**src/rtl/lfsr_prng_seg_if.sv**
```systemverilog
// rtl/lfsr_prng_seg_if.sv - control and result bundle for the LFSR PRNG with hex display
interface lfsr_prng_seg_if #(
    parameter int WIDTH  = 16,
    parameter int DIGITS = 4
);
    logic              run;
    logic              step;
    logic              seed_load;
    logic [WIDTH-1:0]  seed_in;
    logic [WIDTH-1:0]  rand_out;
    logic              rand_valid;
    logic [6:0]        seg;
    logic [DIGITS-1:0] dig_sel;
    logic              wrap_flag;

    modport master (
        output run, step, seed_load, seed_in,
        input  rand_out, rand_valid, seg, dig_sel, wrap_flag
    );

    modport slave (
        input  run, step, seed_load, seed_in,
        output rand_out, rand_valid, seg, dig_sel, wrap_flag
    );
endinterface

```
**src/rtl/lfsr_prng_seg.sv**
```systemverilog
// rtl/lfsr_prng_seg.sv - Galois LFSR PRNG with multiplexed hex 7-segment driver; optional wrap detection under PRNG_WRAP_DET_EN
module lfsr_prng_seg #(
    parameter int               WIDTH    = 16,
    parameter logic [WIDTH-1:0] TAPS     = 16'hB400,
    parameter logic [WIDTH-1:0] SEED     = 16'hACE1,
    parameter int               DIGITS   = 4,
    parameter int               TICK_DIV = 10,
    parameter int               SCAN_DIV = 4
) (
    input logic              clk,
    input logic              rst_n,
    input logic              ena,
    lfsr_prng_seg_if.slave   bus
);
    localparam int PW = (TICK_DIV > 1) ? $clog2(TICK_DIV) : 1;
    localparam int SW = (SCAN_DIV > 1) ? $clog2(SCAN_DIV) : 1;
    localparam int IW = (DIGITS > 1) ? $clog2(DIGITS) : 1;
    // A zero state would lock the LFSR, so a zero seed is promoted to 1.
    localparam logic [WIDTH-1:0] SEED_NZ = (SEED == '0) ? WIDTH'(1) : SEED;

    logic [PW-1:0]     pre_q;
    logic              step_q;
    logic [WIDTH-1:0]  state_q;
    logic              valid_q;
    logic [SW-1:0]     scan_q;
    logic [IW-1:0]     idx_q;
    logic [6:0]        seg_q;
    logic [DIGITS-1:0] dig_q;

    logic              tick;
    logic              step_rise;
    logic              load;
    logic              advance;
    logic [WIDTH-1:0]  load_val;
    logic [WIDTH-1:0]  next_state;
    logic [WIDTH-1:0]  shifted;
    logic [3:0]        nibble;

    function automatic logic [6:0] hex7(input logic [3:0] n);
        case (n)
            4'h0: hex7 = 7'h3F;
            4'h1: hex7 = 7'h06;
            4'h2: hex7 = 7'h5B;
            4'h3: hex7 = 7'h4F;
            4'h4: hex7 = 7'h66;
            4'h5: hex7 = 7'h6D;
            4'h6: hex7 = 7'h7D;
            4'h7: hex7 = 7'h07;
            4'h8: hex7 = 7'h7F;
            4'h9: hex7 = 7'h6F;
            4'hA: hex7 = 7'h77;
            4'hB: hex7 = 7'h7C;
            4'hC: hex7 = 7'h39;
            4'hD: hex7 = 7'h5E;
            4'hE: hex7 = 7'h79;
            default: hex7 = 7'h71;
        endcase
    endfunction

    // Advance/load decode: a load beats any advance, and tick plus step edge advance only once.
    always_comb begin
        tick       = ena & bus.run & (pre_q == PW'(TICK_DIV - 1));
        step_rise  = bus.step & ~step_q;
        load       = ena & bus.seed_load;
        advance    = ena & ~load & (tick | step_rise);
        load_val   = (bus.seed_in == '0) ? WIDTH'(1) : bus.seed_in;
        next_state = state_q[0] ? ((state_q >> 1) ^ TAPS) : (state_q >> 1);
        shifted    = state_q >> {idx_q, 2'b00};
        nibble     = shifted[3:0];
    end

    // Free-running step prescaler, frozen unless enabled and running.
    always_ff @(posedge clk or negedge rst_n) begin
        if (!rst_n) begin
            pre_q <= '0;
        end else if (ena && bus.run) begin
            pre_q <= tick ? '0 : pre_q + PW'(1);
        end
    end

    // Step edge register keeps tracking while disabled so a held step cannot fire on enable.
    always_ff @(posedge clk or negedge rst_n) begin
        if (!rst_n) begin
            step_q <= 1'b0;
        end else begin
            step_q <= bus.step;
        end
    end

    // LFSR state and one-cycle valid pulse on each advance.
    always_ff @(posedge clk or negedge rst_n) begin
        if (!rst_n) begin
            state_q <= SEED_NZ;
            valid_q <= 1'b0;
        end else begin
            valid_q <= advance;
            if (load) begin
                state_q <= load_val;
            end else if (advance) begin
                state_q <= next_state;
            end
        end
    end

    // Digit scan counter and digit index.
    always_ff @(posedge clk or negedge rst_n) begin
        if (!rst_n) begin
            scan_q <= '0;
            idx_q  <= '0;
        end else if (ena) begin
            if (scan_q == SW'(SCAN_DIV - 1)) begin
                scan_q <= '0;
                idx_q  <= (idx_q == IW'(DIGITS - 1)) ? '0 : idx_q + IW'(1);
            end else begin
                scan_q <= scan_q + SW'(1);
            end
        end
    end

    // Registered segment and digit-select drive; blank while disabled.
    always_ff @(posedge clk or negedge rst_n) begin
        if (!rst_n) begin
            seg_q <= '0;
            dig_q <= '0;
        end else if (ena) begin
            seg_q <= hex7(nibble);
            dig_q <= DIGITS'(1) << idx_q;
        end else begin
            seg_q <= '0;
            dig_q <= '0;
        end
    end

`ifdef PRNG_WRAP_DET_EN
    logic [WIDTH-1:0] seed_q;
    logic             wrap_q;

    // Remember the last seed and flag when the sequence returns to it.
    always_ff @(posedge clk or negedge rst_n) begin
        if (!rst_n) begin
            seed_q <= SEED_NZ;
            wrap_q <= 1'b0;
        end else if (load) begin
            seed_q <= load_val;
            wrap_q <= 1'b0;
        end else if (advance && (next_state == seed_q)) begin
            wrap_q <= 1'b1;
        end
    end

    assign bus.wrap_flag = wrap_q;
`else
    assign bus.wrap_flag = 1'b0;
`endif

    assign bus.rand_out   = state_q;
    assign bus.rand_valid = valid_q;
    assign bus.seg        = seg_q;
    assign bus.dig_sel    = dig_q;
endmodule

```
**src/flat_wrapper.sv**
```systemverilog
// flat-port wrapper written by rule: the top's interface ports become plain ports
module lfsr_prng_seg_flat 
#(
    parameter int               WIDTH    = 16,
    parameter logic [WIDTH-1:0] TAPS     = 16'hB400,
    parameter logic [WIDTH-1:0] SEED     = 16'hACE1,
    parameter int               DIGITS   = 4,
    parameter int               TICK_DIV = 10,
    parameter int               SCAN_DIV = 4
)
  (clk, rst_n, ena, bus_run, bus_step, bus_seed_load, bus_seed_in, bus_rand_out, bus_rand_valid, bus_seg, bus_dig_sel, bus_wrap_flag);
  lfsr_prng_seg_if #(.WIDTH(WIDTH), .DIGITS(DIGITS)) bus_i ();
  input logic clk;
  input logic rst_n;
  input logic ena;
  input wire logic [$bits(bus_i.run)-1:0] bus_run;
  input wire logic [$bits(bus_i.step)-1:0] bus_step;
  input wire logic [$bits(bus_i.seed_load)-1:0] bus_seed_load;
  input wire logic [$bits(bus_i.seed_in)-1:0] bus_seed_in;
  output wire logic [$bits(bus_i.rand_out)-1:0] bus_rand_out;
  output wire logic [$bits(bus_i.rand_valid)-1:0] bus_rand_valid;
  output wire logic [$bits(bus_i.seg)-1:0] bus_seg;
  output wire logic [$bits(bus_i.dig_sel)-1:0] bus_dig_sel;
  output wire logic [$bits(bus_i.wrap_flag)-1:0] bus_wrap_flag;
  assign bus_i.run = bus_run;
  assign bus_i.step = bus_step;
  assign bus_i.seed_load = bus_seed_load;
  assign bus_i.seed_in = bus_seed_in;
  assign bus_rand_out = bus_i.rand_out;
  assign bus_rand_valid = bus_i.rand_valid;
  assign bus_seg = bus_i.seg;
  assign bus_dig_sel = bus_i.dig_sel;
  assign bus_wrap_flag = bus_i.wrap_flag;
  lfsr_prng_seg #(.WIDTH(WIDTH), .TAPS(TAPS), .SEED(SEED), .DIGITS(DIGITS), .TICK_DIV(TICK_DIV), .SCAN_DIV(SCAN_DIV)) u_core (.clk(clk), .rst_n(rst_n), .ena(ena), .bus(bus_i));
endmodule
```
**config.mk**
```make
export PLATFORM = sky130hd
export DESIGN_NAME = lfsr_prng_seg_flat
export DESIGN_NICKNAME = d
export VERILOG_FILES = /design/src/rtl/lfsr_prng_seg_if.sv /design/src/rtl/lfsr_prng_seg.sv /design/src/flat_wrapper.sv
export SDC_FILE = /design/constraint.sdc
export NUM_CORES = 1
export LEC_CHECK = 0
export BUFFER_PORTS_ARGS = -buffer_cell sky130_fd_sc_hd__buf_4
export CAP_MARGIN = 20
export CORE_MARGIN = 5
export CORE_UTILIZATION = 51
export DETAILED_ROUTE_END_ITERATION = 8
export HOLD_SLACK_MARGIN = 0.08
export PLACE_DENSITY_LB_ADDON = 0.2
export RECOVER_POWER = 50
export SLEW_MARGIN = 20
export SYNTH_ARGS = -nofsm -noshare
export SYNTH_HDL_FRONTEND = slang
export SYNTH_SLANG_ARGS = --single-unit
```
**constraint.sdc**
```tcl
create_clock -name clk -period 2.3 [get_ports clk]
set_clock_uncertainty 0.2 [all_clocks]
set_input_delay 0.575 -clock clk [delete_from_list [all_inputs] [get_ports clk]]
set_output_delay 0.575 -clock clk [all_outputs]
set_load 0.01 [all_outputs]
```
==> metrics <==
drt via density 5.51; fmax 0.468 GHz; Sequential Power Share 0.377; Clk network pwr share 0.170; core area 3720 µm²; Clock Latency Late Sink 0.29 ns; CTS tree yes; GR peak layer met2; vias in the first global route 1543; area grow syn2layout 24.2%; starting density of the core 0.537; Inserted Clock Buffers 5; Final nets around 280; Storage cell area 937 µm²; vias post-DR ~1600; H-tree levels 2; clk buf depth 2; ANT nets after route 0; initial DRC count 36; Worst EP arrival 2.12 ns; Inst Count DP 281; Layout fillers ~320; Mapped Area ~2000 µm²; synth warn 0; CP dominant cell by count inv_1; WHS Endpoint u_core.step_q$_DFF_PN0_; WL/cell 15.7 µm; area share of the largest cell type after synthesis 0.364; post-DP HPWL 3.37 mm; Hold Path Stages 1; Synth Flop Type dfrtp_1; endpoints failing hold 0; Worst setup SP type flip-flop; Final setup viols 0; Die Area 5260 µm²; grt met2 use 0.273; run status finished, final reports clean; Tot Pwr 0.00291 W; P per Cell Area 1180 nW/µm²; critical path type flip-flop to flip-flop; utilization after layout 0.667; Routability Congestion 0.816; critical path's largest stage delay 0.60 ns; final std cells w/o fill 290; Yosys reg bits 37; worst hold start bus_step; IO Count 51; Yosys cell types 38; ys async rst share 1.00; share of cells above drive strength 1 0.298; sequential share of the synthesized area 0.469; DRC viols 0; CP max-delay cell mux4_2; maximum vdd drop 853 µV; initial antenna violation count 0; P_sw about 0.0011 W; RR Startpoint u_core.idx_q[0]$_DFFE_PN0P_; Power Internal 0.00182 W; Leak 1.18 nW; CTS root buffer clkbuf_8; Worst EP required around 2.3 ns; crit path from u_core.idx_q[0]$_DFFE_PN0P_; Std-Cell Rows 22; Max FO, Critical Path 9; GRT Overall Usage 0.179; Sw Ratio 0.375; Final min period roughly 2.1 ns; dominant cell type by area after synthesis dfrtp_1; setup TNS 0 ns; M3 GR Usage 0.0526; post-synthesis average cell area 10.4 µm²; reg2reg path depth 6; RR Endpoint u_core.bus.seg[0]$_DFF_PN0_; routed wire length 4.56 mm; cell count after synthesis roughly 190; fin crit share 0.929; multi-input logic area 966 µm²; first-pass iteration count of the detailed router 4; RSZ-0062 raised after global routing no; crit-path cells mux4_2 > inv_1 > ha_1 > inv_1 > and3_1 > o21a_1; total gr overflow 0; Max-cap violations 0; crit end category flip-flop; CTS Sinks 37; Comb pwr share 0.452; DIE HEIGHT 72.5 µm; Clock transition at path regs 0.08 ns; fin. max-slew vios 0; Least-Margin Pin Slew 0.913 ns; first-pass GRT wire length 7.31 mm; Tightest Hold Check Type input pin to flip-flop; register-to-register setup slack 0.16 ns; synth top area cells dfrtp_1 (36%), dfstp_2 (11%), ha_1 (8.2%); largest net degree at the start of global routing 38; Post-synth EDFFs 0; met1 GRT Util 0.243; ANT cells 0; die width a little over 70 µm; Slew HR 0.391; PortBufs 49; syn nets roughly 230
==> layer usage <==
metal  vias to the layer above  part of all wire
met3                         6             0.060
met4                         0             0.015
met5                         -                 0
met2                        47              0.48
li1                        780                 -
met1                       766              0.45
==> cells by family (layout without fill, tap and decap cells) <==
family	count (synthesis)	after routing	synth area share
mux	15	15	0.105
compound gates	49	49	0.152
fa+ha+maj	13	13	0.0816
buf+inv	19	69	0.0464
flops	37	37	0.469
other cells	1	1	0.00188
xor+xnor	3	3	0.0132
simple gates	55	55	0.130
==> Yosys cell counts (2+ instances only) <==
cell	n
dfrtp_1	29
nand2_1	17
nor2_1	17
ha_1	13
a21oi_1	11
o22ai_1	11
inv_1	9
o21ai_1	9
dfstp_2	8
mux2i_1	6
and2_1	5
clkbuf_1	5
o31ai_1	5
mux2_1	4
mux4_2	4
a21o_1	3
nor3_1	3
nor4_1	3
o21ai_0	3
xnor2_1	3
a311oi_1	2
buf_2	2
buf_6	2
nand2b_1	2
nand3_1	2
nor3b_1	2
==> worst max-delay path, delay by kind of cell (launching register included) <==
family,cells,cell delay (ns)
adders and majority gates,1,0.23
buffers and inverters,2,0.22
DFF,1,0.50
muxes,1,0.60
AOI/OAI and AO/OA,1,0.16
and+or+nand+nor,1,0.14
==> layout make-up <==
cell class | instances | area share
multi-input combinational | 136 | 0.390
sequential | 37 | 0.378
timing repair buffer | 52 | 0.153
clock buffer | 7 | 0.0389
tap | 48 | 0.0242
inverter | 9 | 0.0136
clock inverter | 1 | 0.00202
==> through the flow <==
step	setup WS, ns	area (µm²)	hold WS, ns
after floorplan	0.257	1990	0.0794
after global placement	0.113	2380	0.273
after detailed placement	0.0590	2380	0.280
after CTS	0.0412	2490	0.197
after global routing	0.0686	2480	0.223
final	0.162	2480	0.215
==> worst max-delay path by stage <==
stage                                   to  slack [ns]  cells past startpoint
2_1_floorplan  u_core.bus.seg[6]$_DFF_PN0_        0.26                      6
3_3_place_gp   u_core.bus.seg[0]$_DFF_PN0_        0.11                      6
3_5_place_dp   u_core.bus.seg[0]$_DFF_PN0_        0.06                      6
4_1_cts        u_core.bus.seg[0]$_DFF_PN0_        0.04                      6
5_1_grt        u_core.bus.seg[0]$_DFF_PN0_        0.07                      6
6_report       u_core.bus.seg[0]$_DFF_PN0_        0.16                      6
==> power groups by stage <==
stage                     logic, W  clock network [W]  registers, W
final                      0.00132           0.000496       0.00110
after floorplan           0.000920                  0       0.00110
after global placement     0.00131                  0       0.00110
after detailed placement   0.00133                  0       0.00111
after global routing       0.00147           0.000539       0.00113
after CTS                  0.00133           0.000511       0.00110
==> cell usage in the layout, fill, tap and decap left out, drive strengths merged, types with 2 or more instances in the layout <==
cell and count:
a21o 3, a21oi 12, a311oi 2, and2 5, buf 47, clkbuf 11, dfrtp 29, dfstp 8
ha 13, inv 9, mux2 5, mux2i 6, mux4 4, nand2 17, nand2b 2, nand3 2
nor2 17, nor3 3, nor3b 2, nor4 3, o21ai 13, o22ai 11, o31ai 5, xnor2 3
==> registers in the layout (all words and copies together) (netlist names) <==
signal	flops
u_core.bus.rand_out	16
u_core.step_q	1
u_core.bus.rand_valid	1
u_core.idx_q	2
u_core.pre_q	4
u_core.scan_q	2
u_core.bus.dig_sel	4
u_core.bus.seg	7
==> what timing repair did <==
action                     in CTS  in global routing
hold buffers                    1                  0
setup endpoints to repair       0                  5
hold endpoints to repair       29                  0
resized for setup               0                  1
setup buffers                   0                  0
Note: power is estimated with default switching activity, not from simulation.
